==> src/rtl/camera_controller_pkg.sv <==
// Shared camera definitions: move key codes, controller states,
// default timing parameters and the key priority encoder.
package camera_controller_pkg;

    localparam logic [2:0] KEY_UPOS = 3'b000;
    localparam logic [2:0] KEY_UNEG = 3'b001;
    localparam logic [2:0] KEY_VPOS = 3'b010;
    localparam logic [2:0] KEY_VNEG = 3'b011;
    localparam logic [2:0] KEY_WPOS = 3'b100;
    localparam logic [2:0] KEY_WNEG = 3'b101;
    localparam logic [2:0] KEY_NONE = 3'b111;

    localparam int NUM_KEYS         = 6;
    localparam int DEF_DEBOUNCE_CYC = 16;
    localparam int DEF_TICK_CYC     = 4;
    localparam int DEF_CNT_MAX      = 255;
    localparam int DEF_HOLD_CYC     = 32;

    typedef enum logic [2:0] {
        ST_IDLE,
        ST_ACCUM,
        ST_RELEASED,
        ST_ISSUE,
        ST_HOLD
    } cam_state_e;

    // Lowest set bit wins; bit i maps to code i.
    function automatic logic [2:0] key_encode(
        input logic [NUM_KEYS-1:0] db
    );
        logic [2:0] code;
        code = KEY_NONE;
        for (int i = NUM_KEYS - 1; i >= 0; i--) begin
            if (db[i]) begin
                code = 3'(i);
            end
        end
        return code;
    endfunction

endpackage

==> src/rtl/camera_controller_if.sv <==
// Camera controller bus: raw keys and frame pulse in,
// move request (ld_curr_camera, key, cnt) and busy out.
interface camera_controller_if;
    import camera_controller_pkg::*;

    logic [NUM_KEYS-1:0] key_raw;
    logic                frame_done;
    logic                ld_curr_camera;
    logic [2:0]          key;
    logic [31:0]         cnt;
    logic                busy;

    // master: the controller producing the move request
    modport master (
        input  key_raw,
        input  frame_done,
        output ld_curr_camera,
        output key,
        output cnt,
        output busy
    );

    // slave: button source / datapath consuming the request
    modport slave (
        output key_raw,
        output frame_done,
        input  ld_curr_camera,
        input  key,
        input  cnt,
        input  busy
    );

endinterface

==> src/rtl/camera_controller_key_debounce.sv <==
// One key bit: 2-FF synchronizer plus a stability counter.
// Ports: clk, rst (async active-low), raw_i (async), db_o.
module key_debounce #(
    parameter int DEBOUNCE_CYC = 16
) (
    input  logic clk,
    input  logic rst,
    input  logic raw_i,
    output logic db_o
);

    localparam int CW = (DEBOUNCE_CYC > 1) ? $clog2(DEBOUNCE_CYC) : 1;

    logic          sync1_q;
    logic          sync2_q;
    logic          db_q;
    logic          db_d;
    logic [CW-1:0] cnt_q;
    logic [CW-1:0] cnt_d;

    always_comb begin
        db_d  = db_q;
        cnt_d = '0;
        if (sync2_q != db_q) begin
            if (cnt_q == CW'(DEBOUNCE_CYC - 1)) begin
                db_d = sync2_q;
            end else begin
                cnt_d = cnt_q + CW'(1);
            end
        end
    end

    always_ff @(posedge clk or negedge rst) begin
        if (!rst) begin
            sync1_q <= 1'b0;
            sync2_q <= 1'b0;
            db_q    <= 1'b0;
            cnt_q   <= '0;
        end else begin
            sync1_q <= raw_i;
            sync2_q <= sync1_q;
            db_q    <= db_d;
            cnt_q   <= cnt_d;
        end
    end

    // Expose the accepted value on the cycle it is accepted so the
    // controller reacts on the same edge db_q updates.
    assign db_o = db_d;

endmodule

==> src/rtl/camera_controller.sv <==
// Camera move front end: debounces six keys, accumulates a hold
// count and issues one ld_curr_camera per frame, then holds.
// Ports: clk, rst (async active-low), bus (camera_controller_if.master).
module camera_controller
    import camera_controller_pkg::*;
#(
    parameter int DEBOUNCE_CYC = DEF_DEBOUNCE_CYC,
    parameter int TICK_CYC     = DEF_TICK_CYC,
    parameter int CNT_MAX      = DEF_CNT_MAX,
    parameter int HOLD_CYC     = DEF_HOLD_CYC
) (
    input  logic                       clk,
    input  logic                       rst,
    camera_controller_if.master        bus
);

    localparam int CW = $clog2(CNT_MAX + 1);
    localparam int TW = (TICK_CYC > 1) ? $clog2(TICK_CYC) : 1;
    localparam int HW = (HOLD_CYC > 1) ? $clog2(HOLD_CYC) : 1;

    logic [NUM_KEYS-1:0] db;
    logic                active;
    logic [2:0]          code;

    cam_state_e          state_q;
    cam_state_e          state_d;
    logic [2:0]          key_q;
    logic [2:0]          key_d;
    logic [CW-1:0]       cnt_q;
    logic [CW-1:0]       cnt_d;
    logic [TW-1:0]       tick_q;
    logic [TW-1:0]       tick_d;
    logic [HW-1:0]       hold_q;
    logic [HW-1:0]       hold_d;
    logic                ld_q;
    logic                ld_d;
    logic                busy_q;
    logic                busy_d;

    for (genvar i = 0; i < NUM_KEYS; i++) begin : g_db
        key_debounce #(
            .DEBOUNCE_CYC(DEBOUNCE_CYC)
        ) u_db (
            .clk  (clk),
            .rst  (rst),
            .raw_i(bus.key_raw[i]),
            .db_o (db[i])
        );
    end

    assign active = |db;
    assign code   = key_encode(db);

    always_comb begin
        state_d = state_q;
        key_d   = key_q;
        cnt_d   = cnt_q;
        tick_d  = tick_q;
        hold_d  = hold_q;

        unique case (state_q)
            ST_IDLE: begin
                key_d  = KEY_NONE;
                cnt_d  = '0;
                tick_d = '0;
                if (active) begin
                    state_d = ST_ACCUM;
                    key_d   = code;
                end
            end
            ST_ACCUM: begin
                if (!active) begin
                    if (cnt_q != '0) begin
                        state_d = ST_RELEASED;
                    end else begin
                        state_d = ST_IDLE;
                        key_d   = KEY_NONE;
                    end
                end else if (code != key_q) begin
                    // New direction restarts the count and
                    // swallows a same-cycle frame_done.
                    key_d  = code;
                    cnt_d  = '0;
                    tick_d = '0;
                end else if (bus.frame_done && cnt_q != '0) begin
                    state_d = ST_ISSUE;
                end else if (tick_q == TW'(TICK_CYC - 1)) begin
                    tick_d = '0;
                    if (cnt_q != CW'(CNT_MAX)) begin
                        cnt_d = cnt_q + CW'(1);
                    end
                end else begin
                    tick_d = tick_q + TW'(1);
                end
            end
            ST_RELEASED: begin
                // A pending frame wins over a re-press.
                if (bus.frame_done) begin
                    state_d = ST_ISSUE;
                end else if (active) begin
                    state_d = ST_ACCUM;
                    if (code != key_q) begin
                        key_d  = code;
                        cnt_d  = '0;
                        tick_d = '0;
                    end
                end
            end
            ST_ISSUE: begin
                state_d = ST_HOLD;
                hold_d  = '0;
            end
            ST_HOLD: begin
                if (hold_q == HW'(HOLD_CYC - 1)) begin
                    hold_d = '0;
                    cnt_d  = '0;
                    tick_d = '0;
                    if (active) begin
                        state_d = ST_ACCUM;
                        key_d   = code;
                    end else begin
                        state_d = ST_IDLE;
                        key_d   = KEY_NONE;
                    end
                end else begin
                    hold_d = hold_q + HW'(1);
                end
            end
            default: begin
                state_d = ST_IDLE;
                key_d   = KEY_NONE;
                cnt_d   = '0;
                tick_d  = '0;
                hold_d  = '0;
            end
        endcase

        ld_d   = (state_d == ST_ISSUE);
        busy_d = (state_d == ST_ISSUE) || (state_d == ST_HOLD);
    end

    always_ff @(posedge clk or negedge rst) begin
        if (!rst) begin
            state_q <= ST_IDLE;
            key_q   <= KEY_NONE;
            cnt_q   <= '0;
            tick_q  <= '0;
            hold_q  <= '0;
            ld_q    <= 1'b0;
            busy_q  <= 1'b0;
        end else begin
            state_q <= state_d;
            key_q   <= key_d;
            cnt_q   <= cnt_d;
            tick_q  <= tick_d;
            hold_q  <= hold_d;
            ld_q    <= ld_d;
            busy_q  <= busy_d;
        end
    end

    assign bus.ld_curr_camera = ld_q;
    assign bus.key            = key_q;
    assign bus.cnt            = 32'(cnt_q);
    assign bus.busy           = busy_q;

endmodule
==> src/flat_wrapper.sv <==
// flat-port wrapper written by rule: the top's interface ports become plain ports
module camera_controller_flat import camera_controller_pkg::*;
#(
    parameter int DEBOUNCE_CYC = DEF_DEBOUNCE_CYC,
    parameter int TICK_CYC     = DEF_TICK_CYC,
    parameter int CNT_MAX      = DEF_CNT_MAX,
    parameter int HOLD_CYC     = DEF_HOLD_CYC
)
  (clk, rst, bus_key_raw, bus_frame_done, bus_ld_curr_camera, bus_key, bus_cnt, bus_busy);
  camera_controller_if bus_i ();
  input  logic clk;
  input  logic rst;
  input wire logic [$bits(bus_i.key_raw)-1:0] bus_key_raw;
  input wire logic [$bits(bus_i.frame_done)-1:0] bus_frame_done;
  output wire logic [$bits(bus_i.ld_curr_camera)-1:0] bus_ld_curr_camera;
  output wire logic [$bits(bus_i.key)-1:0] bus_key;
  output wire logic [$bits(bus_i.cnt)-1:0] bus_cnt;
  output wire logic [$bits(bus_i.busy)-1:0] bus_busy;
  assign bus_i.key_raw = bus_key_raw;
  assign bus_i.frame_done = bus_frame_done;
  assign bus_ld_curr_camera = bus_i.ld_curr_camera;
  assign bus_key = bus_i.key;
  assign bus_cnt = bus_i.cnt;
  assign bus_busy = bus_i.busy;
  camera_controller #(.DEBOUNCE_CYC(DEBOUNCE_CYC), .TICK_CYC(TICK_CYC), .CNT_MAX(CNT_MAX), .HOLD_CYC(HOLD_CYC)) u_core (.clk(clk), .rst(rst), .bus(bus_i));
endmodule
==> config.mk <==
export PLATFORM = sky130hd
export DESIGN_NAME = camera_controller_flat
export DESIGN_NICKNAME = d
export VERILOG_FILES = /design/src/rtl/camera_controller_pkg.sv /design/src/rtl/camera_controller_if.sv /design/src/rtl/camera_controller_key_debounce.sv /design/src/rtl/camera_controller.sv /design/src/flat_wrapper.sv
export SDC_FILE = /design/constraint.sdc
export NUM_CORES = 1
export LEC_CHECK = 0
export CORE_ASPECT_RATIO = 1.2
export CORE_MARGIN = 3
export CORE_UTILIZATION = 55
export DETAILED_ROUTE_END_ITERATION = 12
export GPL_ROUTABILITY_DRIVEN = 0
export GPL_TIMING_DRIVEN = 0
export PLACE_DENSITY = 0.83
export SLEW_MARGIN = 5
export SYNTH_ARGS = -nofsm -noshare
export SYNTH_HDL_FRONTEND = slang
export SYNTH_SLANG_ARGS = --single-unit
export TNS_END_PERCENT = 1
==> constraint.sdc <==
create_clock -name clk -period 3.2 [get_ports clk]
set_input_delay 0.32 -clock clk [delete_from_list [all_inputs] [get_ports clk]]
set_output_delay 0.32 -clock clk [all_outputs]
set_load 0.05 [all_outputs]
---- After elaboration in Yosys (flattened, before gate mapping) ----
Cells that the tools add are included.
storage, ports and cells
  bits in registers ....................... 65
  input port bits ......................... 9
  word-level logic and storage cells ...... 149
operators by class
  $add $sub $neg .......................... 9
  eq/ne operators ......................... 31
  multiplexer cells ....................... 68
  bitwise gates (word level) .............. 1
  reductions and logical operators ........ 9
operator list
  cell                   count
  $mux W8                9
  $mux W3                18
  $mux W4                12
  $pmux W8 S4            1
  $pmux W3 S5            2
  $add A4 B1 Y4 const B  6
  $eq A4 B4 Y1 const B   6
  $mux W2                10
  $mux W1                13
  $pmux W5 S2            1
  $eq A3 B2 Y1 const B   3
  $reduce_and A9 Y1      1
  $add A8 B1 Y8 const B  1
  $ne A2 B1 Y1 const B   4
  $ne A8 B8 Y1 const B   1
  $pmux W2 S4            1
  $reduce_bool A8 Y1     1
  $reduce_and A7 Y1      1
  $eq A3 B3 Y1 const B   2
  $ne A1 B1 Y1           6
  $ne A3 B1 Y1 const B   2
  $ne A3 B2 Y1 const B   2
  $reduce_or A6 Y1       1
  $add A5 B1 Y5 const B  1
  13 further kinds       13

---- Logic depth before layout (Yosys ltp) ----
  depth after elaboration ................. 15
  gate-level depth with buffers ........... 10

---- By module ----
A second synthesis with hierarchy kept.
second synthesis, totals
  cells, all modules ...................... 281
  area total of the unflattened synthesis .. 3196.8 µm²
modules (own cells, without submodules)
  module             times used  cells an instance  area each (µm²)  sequential area each (µm²)
  key_debounce       6           18                 270.3            175.2
  camera_controller  1           173                1575.3           579.3

---- Worst setup path before layout ----
No wires, ideal clock.
  path type ............................... flip-flop to flip-flop
  start ................................... register u_core.g_db[3].u_db.cnt_q[0]
  end ..................................... register u_core.busy_q, in the netlist u_core.bus.busy
  arrival time ............................ 2.294 ns
  data required time ...................... 3.110 ns
  slack ................................... 0.817 ns
  stages on the path, launching flop included .. 10
  path buffers ............................ 1
  clock period less this slack ............ 2.383 ns
  cells stage by stage .................... dfrtp_1 ha_1 nand3_1 mux2_4 nand2b_4 or4b_1 o211ai_2 buf_6 nand2_4 o31ai_4
between the ends
  cells in the longest elaborated chain, start to end .. 13
  elaborated cells on any way between the ends .. 19
  those cells by class .................... 4 x eq/ne; 13 x mux; 2 x reduce/logical
ends and longest elaborated chain
  item                                                 line                                  RTL
  from (decl)                                          camera_controller_key_debounce.sv:18  logic [CW-1:0] cnt_q;
  from (signal assigned)                               camera_controller_key_debounce.sv:43  cnt_q <= cnt_d;
  $eq A4 B4 Y1 *                                       camera_controller_key_debounce.sv:25  if (cnt_q == CW'(DEBOUNCE_CYC - 1)) begin
  $mux W1 *                                            camera_controller_key_debounce.sv:25
  $mux W1 *                                            camera_controller_key_debounce.sv:24  if (sync2_q != db_q) begin
  net u_core.g_db[3].u_db.db_o                         camera_controller_key_debounce.sv:9   output logic db_o
  $mux W3 (4 in series)                                camera_controller_pkg.sv:34           if (db[i]) begin
  $ne A3 B3 Y1                                         camera_controller.sv:79               end else if (code != key_q) begin
  $mux W3                                              camera_controller.sv:79
  $mux W3                                              camera_controller.sv:72               if (!active) begin
  $pmux W3 S5 *                                        camera_controller.sv:61               unique case (state_q)
  $eq A3 B2 Y1 / $eq A3 B3 Y1 (equally long branches)  camera_controller.sv:139              busy_d = (state_d == ST_ISSUE) || (state_d == ST_HOLD);
  $logic_or A1 B1 Y1 *                                 camera_controller.sv:139
  net u_core.busy_d                                    camera_controller.sv:38               logic busy_d;
  to (signal assigned)                                 camera_controller.sv:158              busy_q <= busy_d;
  to (decl)                                            camera_controller.sv:37               logic busy_q;
The timed path passes the listed nets; every way through them passes the cells marked *.
A chain may end at the register's enable or synchronous reset.

---- Final worst setup path ----
  start ................................... register u_core.g_db[4].u_db.cnt_q[0]
  end ..................................... register u_core.cnt_q[0]
between the ends
  cells in the longest elaborated chain, start to end .. 12
  elaborated cells on any way between the ends .. 20
  those cells by class .................... 8 x eq/ne; 10 x mux; 2 x reduce/logical
ends and longest elaborated chain
  item                    line                                               RTL
  from (decl)             camera_controller_key_debounce.sv:18
  from (signal assigned)  camera_controller_key_debounce.sv:43
  $eq A4 B4 Y1 *          camera_controller_key_debounce.sv:25
  $mux W1 *               camera_controller_key_debounce.sv:25
  $mux W1 *               camera_controller_key_debounce.sv:24
  $mux W3 (5 in series)   camera_controller_pkg.sv:34
  $ne A3 B3 Y1            camera_controller.sv:79, camera_controller.sv:102
  $mux W8                 camera_controller.sv:79
  $mux W8                 camera_controller.sv:72
  $pmux W8 S4             camera_controller.sv:61
  to (signal assigned)    camera_controller.sv:154                           cnt_q <= cnt_d;
  to (decl)               camera_controller.sv:29                            logic [CW-1:0] cnt_q;
Every way passes the cells marked *; elsewhere a longest branch is shown, timed or not. The select of a mux whose other input is x is not followed.

==> results_tabular.tex <==
\begin{tabular}{lr}
\hline
Metric & Value \\
\hline
\multicolumn{2}{l}{\textbf{Finish}} \\
End-of-flow core utilization & 68.4\% \\
Final cell count without fillers & 441 \\
Ant diodes & 0 \\
Area overhead of the layout relative to synthesis & 18.6\% \\
Most frequent cells in the layout & sky130\_fd\_sc\_hd\_\_dfrtp\_1 (62), sky130\_fd\_sc\_hd\_\_buf\_4 (27), sky130\_fd\_sc\_hd\_\_conb\_1 (24) \\
Area of all placed cells without fillers & 0.00390 sq mm \\
Most common cell after layout, fill and taps aside & sky130\_fd\_sc\_hd\_\_dfrtp\_1 \\
Number of nets in the finished design & 376 \\
Share of layout cells above drive strength 1 & roughly 18\% \\
\multicolumn{2}{l}{\textbf{Detailed routing}} \\
Count of TritonRoute iterations in the first routing pass & 4 \\
Residual antenna-violating net count after detailed routing & 0 \\
Via/cell ratio & 5.41 \\
Violation count after the first detailed-routing iteration & about 110 \\
Total DRC errors in the routed layout & 0 \\
Total wirelength of the detailed-routed design & around 6100 microns \\
Via Count & approximately 2400 \\
Per-cell routed wire length & approximately 14 microns \\
\multicolumn{2}{l}{\textbf{Worst setup path}} \\
Critical path fanouts, max & 4 \\
WS Path Type & reg -> reg \\
Max stage delay cell, worst path & sky130\_fd\_sc\_hd\_\_o311ai\_0 \\
Worst-case register-to-register setup slack & between 300 and 400 ps \\
Critical path launch point type & flip-flop \\
Most Frequent Cell on Critical Path & sky130\_fd\_sc\_hd\_\_nand3\_1 \\
Worst setup startpoint & u\_core.g\_db[4].u\_db.cnt\_q[0] \\
Data arrival time of the critical path & 3090 ps \\
Kind of end point of the critical path & flip-flop \\
Data required time at the worst endpoint & about 3400 ps \\
Max incr delay on CP & 870 ps \\
Crit path max-delay family & compound AO/OA/AOI/OAI gates \\
Worst reg2reg path startpoint & u\_core.g\_db[4].u\_db.cnt\_q[0] \\
Worst path buffer plus inverter count & 1 \\
Ordered cell list for the critical path & ha\_1 > nand3\_1 > mux2i\_1 > nand3\_1 > o311ai\_0 > inv\_1 > a31oi\_1 > a21oi\_1 \\
\multicolumn{2}{l}{\textbf{Clocking}} \\
Cell at the root of the clock tree & sky130\_fd\_sc\_hd\_\_clkbuf\_8 \\
CTS H-Tree Depth & 3 \\
Setup Fix Bufs, Post-CTS & 0 \\
Hold-fix buffers, CTS & 0 \\
Clock input transition at the sequential cells of the worst setup and hold paths & 70 ps \\
Maximum clock insertion buffer count & 2 \\
Number of sinks on the clock net & 65 \\
Clock tree from TritonCTS & built \\
Clock buffers created by TritonCTS & 9 \\
Clock network latency to the later pin of the worst-skew pair & approximately 340 ps \\
Resized cells post-CTS & 0 \\
\multicolumn{2}{l}{\textbf{Timing}} \\
Hold violation count in the final report & 0 \\
Post-route worst hold slack & around 61 ps \\
Max-Slew Margin vs Limit & 36.6\% \\
Worst-margin pin slew & approximately 940 ps \\
Final number of setup-violating endpoints & 0 \\
Worst-case setup margin in the final layout & approximately 340 ps \\
Ratio of final minimum period to clock period & $\sim$90\% \\
Sum of negative setup slack & 0 ps \\
Maximum operating frequency & roughly 0.35 GHz \\
Minimum period implied by the final worst setup slack & around 2900 ps \\
RSZ-0062 raised after global routing & no \\
Worst-case clock skew & 6.23 ps \\
Pins Over Slew Limit & 0 \\
\multicolumn{2}{l}{\textbf{Floorplanning}} \\
IO Pins & between 40 and 50 \\
Die X-Extent & $\sim$77 microns \\
Die span in y & just over 90 microns \\
Core region area & approximately 0.0057 sq mm \\
Standard-cell rows & 30 \\
Area of the die & 0.00695 sq mm \\
Initial cell density of the core & between 50 and 60\% \\
\multicolumn{2}{l}{\textbf{Pwr}} \\
Sequential Power Share & 45.8\% \\
Leak pwr & 1.86 nW \\
Internal power & $\sim$1.5 mW \\
Power density over cell area & about 520 mW/mm\^{}2 \\
VDD IR-drop max & around 0.36 mV \\
Part of the power in combinational logic & about 16\% \\
Relative contribution of the clock network to total power & a little under two fifths \\
Fraction of power spent switching nets & between 20\% and 30\% \\
Net Switching & 0.584 mW \\
Total power draw & slightly above 2 mW \\
\multicolumn{2}{l}{\textbf{Place}} \\
DP Cell Count & $\sim$430 \\
Area post-placement & approximately 0.0037 sq mm \\
Minimum setup slack after placement & roughly 440 ps \\
Port bufs & 21 \\
Post-detailed-placement half-perimeter wirelength & approximately 4200 microns \\
\multicolumn{2}{l}{\textbf{Run status}} \\
Run status & complete, no violations \\
\multicolumn{2}{l}{\textbf{Synthesis}} \\
Cell types with the largest area share after synthesis & sky130\_fd\_sc\_hd\_\_dfrtp\_1 (47\%), sky130\_fd\_sc\_hd\_\_buf\_4 (5.9\%), sky130\_fd\_sc\_hd\_\_ha\_1 (4.2\%) \\
Yosys top cell area share & 47.2\% \\
Cells after Synth & roughly 300 \\
Top cell type by total area after synthesis & sky130\_fd\_sc\_hd\_\_dfrtp\_1 \\
Post-synth EDFFs & 0 \\
Total of flip-flops plus latches after synthesis & between 60 and 70 \\
Distinct cell type count after synthesis & 57 \\
Mean Syn Cell Area & 10.9 sq um \\
Synth async-reset ratio & 100\% \\
Post-synthesis sequential area ratio & between 40 and 50\% \\
Post-synth top flop & sky130\_fd\_sc\_hd\_\_dfrtp\_1 \\
Summed instance area of the synthesized netlist & around 0.0033 sq mm \\
Yosys Warn Count & 0 \\
\multicolumn{2}{l}{\textbf{GRT}} \\
Via count of the first global-routing pass & roughly 2400 \\
Maximum number of pins on one net before global-route repair & 66 \\
Global-route wire length before repair & roughly 11000 microns \\
Overall fraction of global-route tracks in use & a little under a fifth \\
Antenna violations before repair & 0 \\
Aggregate global routing overflow & 0 \\
\multicolumn{2}{l}{\textbf{Job}} \\
Max cap viols & 0 \\
\multicolumn{2}{l}{\textbf{Min path}} \\
Worst min path class & in -> async \\
\hline
\end{tabular}
state kept, by name, summed over array words and instances (netlist names), 2 cells and up:
signal                    count
u_core.bus.key                3
u_core.cnt_q                  8
u_core.g_db.u_db.cnt_q       24
u_core.g_db.u_db.db_q         6
u_core.g_db.u_db.sync1_q      6
u_core.g_db.u_db.sync2_q      6
u_core.hold_q                 5
u_core.state_q                3
u_core.tick_q                 2
power groups by stage:
| stage | sequential [mW] | combinational (mW) | clock, mW |
|---|---|---|---|
| 2_1_floorplan | 0.952 | 0.252 | 0 |
| 3_3_place_gp | 0.944 | 0.331 | 0 |
| 3_5_place_dp | 0.948 | 0.337 | 0 |
| 4_1_cts | 0.934 | 0.338 | 0.784 |
| 5_1_grt | 0.943 | 0.374 | 0.825 |
| 6_report | 0.934 | 0.335 | 0.770 |
Yosys cell counts (2+ instances only):
| library cell | number |
|---|---|
| sky130_fd_sc_hd__a22o_1 | 2 |
| sky130_fd_sc_hd__o21a_1 | 3 |
| sky130_fd_sc_hd__a21oi_1 | 11 |
| sky130_fd_sc_hd__mux2_2 | 4 |
| sky130_fd_sc_hd__nand2b_1 | 6 |
| sky130_fd_sc_hd__and3_1 | 5 |
| sky130_fd_sc_hd__inv_1 | 8 |
| sky130_fd_sc_hd__clkbuf_1 | 2 |
| sky130_fd_sc_hd__ha_1 | 11 |
| sky130_fd_sc_hd__a32oi_1 | 2 |
| sky130_fd_sc_hd__dfrtp_1 | 62 |
| sky130_fd_sc_hd__or3_1 | 2 |
| sky130_fd_sc_hd__nand3b_1 | 2 |
| sky130_fd_sc_hd__o21ai_1 | 2 |
| sky130_fd_sc_hd__nand4_1 | 3 |
| sky130_fd_sc_hd__dfstp_2 | 3 |
| sky130_fd_sc_hd__buf_4 | 26 |
| sky130_fd_sc_hd__a41oi_1 | 3 |
| sky130_fd_sc_hd__o211ai_1 | 3 |
| sky130_fd_sc_hd__nand3_1 | 15 |
| sky130_fd_sc_hd__o21ai_0 | 14 |
| sky130_fd_sc_hd__a32o_1 | 2 |
| sky130_fd_sc_hd__a31oi_1 | 9 |
| sky130_fd_sc_hd__a21o_1 | 6 |
| sky130_fd_sc_hd__nor2_1 | 17 |
| sky130_fd_sc_hd__nand2_1 | 13 |
| sky130_fd_sc_hd__a311oi_1 | 12 |
| sky130_fd_sc_hd__buf_2 | 2 |
| sky130_fd_sc_hd__mux2i_1 | 3 |
| sky130_fd_sc_hd__xnor2_1 | 13 |
| sky130_fd_sc_hd__nor2b_1 | 9 |
logic make-up (layout without fill, tap and decap cells):
family                   after synthesis  count (layout)  share of synthesized area, %
adder cells (fa/ha/maj)               11              11                          4.19
AO/OA/AOI/OAI                         81              81                          18.0
other                                  1              24                         0.114
XOR/XNOR                              13              13                          3.46
AND/OR/NAND/NOR                       82              82                          13.8
buffers and inverters                 39              76                          7.72
multiplexers                           9               9                          3.16
flip-flops                            65              65                          49.6
layer usage:
metal / vias up / GRT usage [%] / wire length [microns]
met4: 0 / 8.91 / 100
met1: 1153 / 23.3 / 2610
met5: - / 0 / 0
met3: 9 / 4.99 / 266
met2: 57 / 31.0 / 3080
li1: 1167 / - / -
layout make-up:
cell class / instances / area, sq um
Multi-Input combinational cell: 220 / 1490
Buffer: 31 / 224
Clock buffer: 9 / 124
Fill cell: 455 / 1810
Tap cell: 80 / 100
Timing Repair Buffer: 21 / 208
Inverter: 8 / 30.0
Clock inverter: 7 / 93.8
Sequential cell: 65 / 1630
final timing paths:
check	end	depth (start not counted)
worst min register to register	u_core.g_db[5].u_db.sync2_q	0
worst min-delay path	u_core.g_db[2].u_db.cnt_q[2]	1
worst max-delay path	u_core.cnt_q[0]	8
min in group clk	u_core.g_db[5].u_db.sync2_q	0
max in group asynchronous	u_core.cnt_q[1]	1
worst max register to register	u_core.cnt_q[0]	8
Note: power is estimated with default switching activity, not from simulation.
